<file path="src/rtl/sgf_addsub_stage.sv">
// Two-stage significand adder/subtractor for the fpaddsub datapath.
// Stage 1 forms the raw (W+1)-bit sum/difference; stage 2 fixes magnitude, sign, carry and zero.
module sgf_addsub_stage #(
  parameter int W = 26
) (
  input  logic         clk,
  input  logic         rst,
  input  logic         valid_i,
  output logic         ready_o,
  input  logic         eff_op_i,
  input  logic         sign_a_i,
  input  logic [W-1:0] sgf_a_i,
  input  logic [W-1:0] sgf_b_i,
  output logic         valid_o,
  input  logic         ready_i,
  output logic [W-1:0] sgf_r_o,
  output logic         carry_o,
  output logic         sign_r_o,
  output logic         zero_o
);

  logic         s1_valid_q, s1_valid_d;
  logic [W:0]   s1_t_q, s1_t_d;
  logic         s1_op_q, s1_op_d;
  logic         s1_sign_q, s1_sign_d;

  logic         s2_valid_q, s2_valid_d;
  logic [W-1:0] s2_r_q, s2_r_d;
  logic         s2_carry_q, s2_carry_d;
  logic         s2_sign_q, s2_sign_d;
  logic         s2_zero_q, s2_zero_d;

  logic         s1_ready, s2_ready;
  logic         s1_load, s2_load;
  logic         borrow;

  assign s2_ready = !s2_valid_q || ready_i;
  assign s1_ready = !s1_valid_q || s2_ready;
  assign s1_load  = valid_i && s1_ready;
  assign s2_load  = s1_valid_q && s2_ready;
  assign ready_o  = s1_ready;

  // NOTE: every variable written here gets a default first, so no latch is inferred.
  always_comb begin
    s1_valid_d = s1_valid_q;
    s1_t_d     = s1_t_q;
    s1_op_d    = s1_op_q;
    s1_sign_d  = s1_sign_q;
    if (s1_ready) s1_valid_d = valid_i;
    if (s1_load) begin
      s1_t_d    = eff_op_i ? ({1'b0, sgf_a_i} - {1'b0, sgf_b_i})
                           : ({1'b0, sgf_a_i} + {1'b0, sgf_b_i});
      s1_op_d   = eff_op_i;
      s1_sign_d = sign_a_i;
    end
  end

  // A borrow means B > A: negate the difference and flip the sign.
  // Exact cancellation in a subtract always yields +0.
  assign borrow = s1_op_q && s1_t_q[W];

  always_comb begin
    s2_valid_d = s2_valid_q;
    s2_r_d     = s2_r_q;
    s2_carry_d = s2_carry_q;
    s2_sign_d  = s2_sign_q;
    s2_zero_d  = s2_zero_q;
    if (s2_ready) s2_valid_d = s1_valid_q;
    if (s2_load) begin
      s2_r_d     = borrow ? (~s1_t_q[W-1:0] + W'(1)) : s1_t_q[W-1:0];
      s2_carry_d = !s1_op_q && s1_t_q[W];
      if (s1_op_q && (s1_t_q == '0)) s2_sign_d = 1'b0;
      else if (borrow)               s2_sign_d = !s1_sign_q;
      else                           s2_sign_d = s1_sign_q;
      s2_zero_d  = (s2_r_d == '0) && !s2_carry_d;
    end
  end

  // NOTE: datapath registers are reset too, because the outputs must read 0 during reset.
  always_ff @(posedge clk or negedge rst) begin
    if (!rst) begin
      s1_valid_q <= 1'b0;
      s1_t_q     <= '0;
      s1_op_q    <= 1'b0;
      s1_sign_q  <= 1'b0;
      s2_valid_q <= 1'b0;
      s2_r_q     <= '0;
      s2_carry_q <= 1'b0;
      s2_sign_q  <= 1'b0;
      s2_zero_q  <= 1'b0;
    end else begin
      // NOTE: non-blocking assignments keep both stages updating from pre-edge values.
      s1_valid_q <= s1_valid_d;
      s1_t_q     <= s1_t_d;
      s1_op_q    <= s1_op_d;
      s1_sign_q  <= s1_sign_d;
      s2_valid_q <= s2_valid_d;
      s2_r_q     <= s2_r_d;
      s2_carry_q <= s2_carry_d;
      s2_sign_q  <= s2_sign_d;
      s2_zero_q  <= s2_zero_d;
    end
  end

  assign valid_o  = s2_valid_q;
  assign sgf_r_o  = s2_r_q;
  assign carry_o  = s2_carry_q;
  assign sign_r_o = s2_sign_q;
  assign zero_o   = s2_zero_q;

endmodule

</file>
<file path="config.mk">
export PLATFORM = sky130hd
export DESIGN_NAME = sgf_addsub_stage
export DESIGN_NICKNAME = d
export VERILOG_FILES = /design/src/rtl/sgf_addsub_stage.sv
export SDC_FILE = /design/constraint.sdc
export NUM_CORES = 1
export LEC_CHECK = 0
export ABC_AREA = 1
export BUFFER_PORTS_ARGS = -buffer_cell sky130_fd_sc_hd__buf_2
export CORE_MARGIN = 5
export CORE_UTILIZATION = 30
export CTS_CLUSTER_DIAMETER = 50
export DETAILED_ROUTE_END_ITERATION = 8
export GPL_ROUTABILITY_DRIVEN = 1
export SLEW_MARGIN = 10
export SYNTH_ARGS = -nofsm -noshare
export SYNTH_HDL_FRONTEND = slang
export SYNTH_SLANG_ARGS = --single-unit
</file>
<file path="constraint.sdc">
create_clock -name clk -period 2.97 [get_ports clk]
set_input_delay 0.7425 -clock clk [delete_from_list [all_inputs] [get_ports clk]]
set_output_delay 0.7425 -clock clk [all_outputs]
set_load 0.05 [all_outputs]
</file>
==> metrics.md <==
| Metric | Value |
|---|---|
| RSZ-0062 raised after global routing | yes |
| Hold Buf Count CTS | 0 |
| I/O Pins | 89 |
| Fin util | 0.456 |
| Sink Count | 60 |
| Syn Nets | 887 |
| Worst min path class | input pin to async pin |
| Die area | 20600 µm² |
| F_max | 299 MHz |
| DR pass1 iterations | 4 |
| Post-synth EDFFs | 0 |
| Slew margin rel. | 0.527 |
| Critical path capture point type | flip-flop |
| R2r endpoint | zero_o$_DFFE_PN0P_ |
| Clock Root Buffer | clkbuf_16 |
| Startpoint class of the critical path | input pin |
| Flop and latch count out of synthesis | 60 |
| Max cap viols | 0 |
| CTS clock-pin slew for the worst setup and hold paths | 0.05 ns |
| Pre-CTS setup slack | -0.777 ns |
| Post-synthesis async set-or-reset flop share | 1.00 |
| Placed Cells | 1221 |
| Crit path top cell by count | nand2_2 |
| Maximum clock path buffer count | 2 |
| Run status | complete, but fails checks |
| Synthesis warning total | 0 |
| Placed cell area | 7070 µm² |
| Post-Syn Area | 5350 µm² |
| CP max stage delay | 0.30 ns |
| CP top delay family | simple AND/OR/NAND/NOR gates |
| Worst path cell trace | buf_8, inv_8, ha_4, nand2_4, nor2_4, nand2_2, nor3_4, nand2_2, nor3_4, nand2_2, nor2_4, a21oi_2, xnor2_1, ha_1, nand2_1, inv_1, a21oi_2, a21boi_2, nand3_1, or2_1, nand3_2, o21ai_0 |
| First-pass GRT wire length | 26100 µm |
| Synth Area per Inst | 6.70 µm² |
| Largest net degree at the start of global routing | 37 |
| Reg2reg path depth | 13 |
| Insertion delay to the later sink of the worst-skew pair | 0.32 ns |
| DRT iter0 DRCs | 300 |
| DRC | 0 |
| Pwr/cell area | 638 nW/µm² |
| Routed wire per std cell | 12.9 µm |
| Inserted Diodes | 0 |
| Syn Inst Count | 799 |
| Register-to-register path setup slack | 0.80 ns |
| Initial antenna violation count | 0 |
| Final Max Slew Viols | 0 |
| Worst-Margin Slew | 0.708 ns |
| Share of layout cells above drive strength 1 | 0.378 |
| Worst r2r src | s1_t_q[0]$_DFFE_PN0P_ |
| Most frequent cells in the layout | 175 x nand2_1, 125 x buf_4, 86 x buf_2 |
| CTS Buf Count | 9 |
| Max H-tree Level | 3 |
| Gr usage total | 0.155 |
| DP Wirelength | 12900 µm |
| Total grt overflow | 0 |
| CP max-delay cell | ha_1 |
| Area Overhead vs Synth | 48.4% |
| # port buffers | 88 |
| CP max FO | 3 |
| Peak VDD IR | 0.670 mV |
| Vias in the first global route | 5444 |
| Non-filler cells, final | 1245 |
| Die W | 144 µm |
| Post-route ant nets | 0 |
| Initial core utilization | 0.307 |
| Distinct cells, synth | 44 |
| Min Tclk post-route | 3.34 ns |
| Core area | 17400 µm² |
| CTS tree | built |
| Die Span Y | 144 µm |
| Tcrit/Tclk final | 1.13 |
| Sequential fraction of the synthesis area | 0.280 |
| Routed WL | 16000 µm |
| Commonest non-fill, non-tap cell in the layout | nand2_1 |
| Vias per inst | 4.52 |
| Final #Nets | 1105 |
| Hold Fails Final Rpt | 0 |
| Power after layout | 5.07 mW |
| Setup TNS | -3.01 ns |
| WP data required | 3.17 ns |
| Skew final | 0.00694 ns |
| Main synth FF type | dfrtp_1 |
| Hold Slack | 0.447 ns |
| Worst Path Buf+Inv | 3 |
| Post-route cell area | 7940 µm² |
| Final setup margin | -0.374 ns |
| Violated checks | setup timing |
| Num rows | 48 |
| Via count | 5626 |
| # setup viols final | 13 |
| WP data arrival | 3.54 ns |
| Leakage power | 3.88 nW |
| Crit path kind | input pin to flip-flop |
| Routability cong. | 0.913 |
==> registers in the layout, indices dropped and copies added, names as in the netlist <==
signal and cells:
sign_r_o 1, valid_o 1, s1_sign_q 1, s1_t_q 27
carry_o 1, zero_o 1, s1_valid_q 1, s1_op_q 1
sgf_r_o 26
==> Yosys cell counts, types with 3 or more instances <==
cell type	n	area, µm²
clkbuf_1	13	48.8
a31oi_1	14	87.6
a21oi_1	33	165
o21a_1	3	22.5
o22ai_1	3	18.8
o21ai_0	52	260
inv_1	92	345
nand2_2	5	31.3
ha_1	29	363
o21bai_1	5	37.5
nor3_1	8	40.0
o21ai_2	5	43.8
or2_1	3	18.8
nor2_4	6	67.6
nand3b_1	10	75.1
nor2_1	105	394
nand4_1	9	56.3
a21o_1	3	22.5
nand3_1	55	275
or2_2	4	25.0
nor2_2	4	25.0
nand2_1	196	736
dfrtp_1	60	1500
xor2_1	25	219
inv_2	5	18.8
o21ai_1	9	45.0
xnor2_1	17	149
==> cell type report <==
class | instances | area (µm²)
Clock buffer | 12 | 267
Clock inverter | 2 | 10.0
Fill cell | 1810 | 9470
Inverter | 98 | 390
Multi-Input combinational cell | 625 | 3970
Sequential cell | 60 | 1500
Tap cell | 225 | 282
Timing Repair Buffer | 223 | 1520
==> where the power goes <==
part,switching [mW],internal (mW)
combinational,1.83,0.980
sequential,0.216,1.10
clock,0.326,0.618
==> per-layer routing <==
| layer | wire length (µm) | share of wire | vias to the layer above | track usage |
|---|---|---|---|---|
| met2 | 7240 | 0.45 | 105 | 0.248 |
| li1 | - | - | 3045 | - |
| met4 | 251 | 0.016 | 0 | 0.0476 |
| met3 | 630 | 0.039 | 15 | 0.0136 |
| met1 | 7890 | 0.49 | 2461 | 0.221 |
| met5 | 0 | 0 | - | 0 |
==> cells by family after synthesis <==
family / after synthesis / share of synthesized area
AND/OR/NAND/NOR: 415 / 0.349
buffers and inverters: 114 / 0.0811
XOR/XNOR: 43 / 0.0717
AO/OA/AOI/OAI: 137 / 0.147
flip-flops: 60 / 0.280
adder cells (fa/ha/maj): 30 / 0.0715
==> how the worst max path moves through the flow <==
stage	end	slack [ns]	cells past startpoint	from
after floorplan	s1_t_q[22]$_DFFE_PN0P_	-0.24	21	sgf_b_i[0]
after global placement	s1_t_q[22]$_DFFE_PN0P_	-0.73	22	sgf_b_i[0]
after detailed placement	s1_t_q[22]$_DFFE_PN0P_	-0.78	22	sgf_b_i[0]
after CTS	s1_t_q[26]$_DFFE_PN0P_	-0.29	24	sgf_b_i[1]
after global routing	s1_t_q[22]$_DFFE_PN0P_	-0.56	22	sgf_b_i[1]
final	s1_t_q[22]$_DFFE_PN0P_	-0.37	22	sgf_b_i[1]
==> timing repair <==
| item | CTS | global route |
|---|---|---|
| setup buffers | 7 | 3 |
| hold endpoints to repair | 0 | 0 |
| endpoints found under the setup margin | 15 | 18 |
| gates resized for setup | 68 | 79 |
| pin swaps | 31 | 38 |
==> worst register-to-register path: cells and delay by family, from the launching register on <==
family | cells | cell delay [ns]
buffers and inverters | 1 | 0.19
AND/OR/NAND/NOR | 10 | 1.01
XOR/XNOR | 1 | 0.20
adder cells (fa/ha/maj) | 1 | 0.33
flip-flops | 1 | 0.38
(Power assumes the default switching activity.)
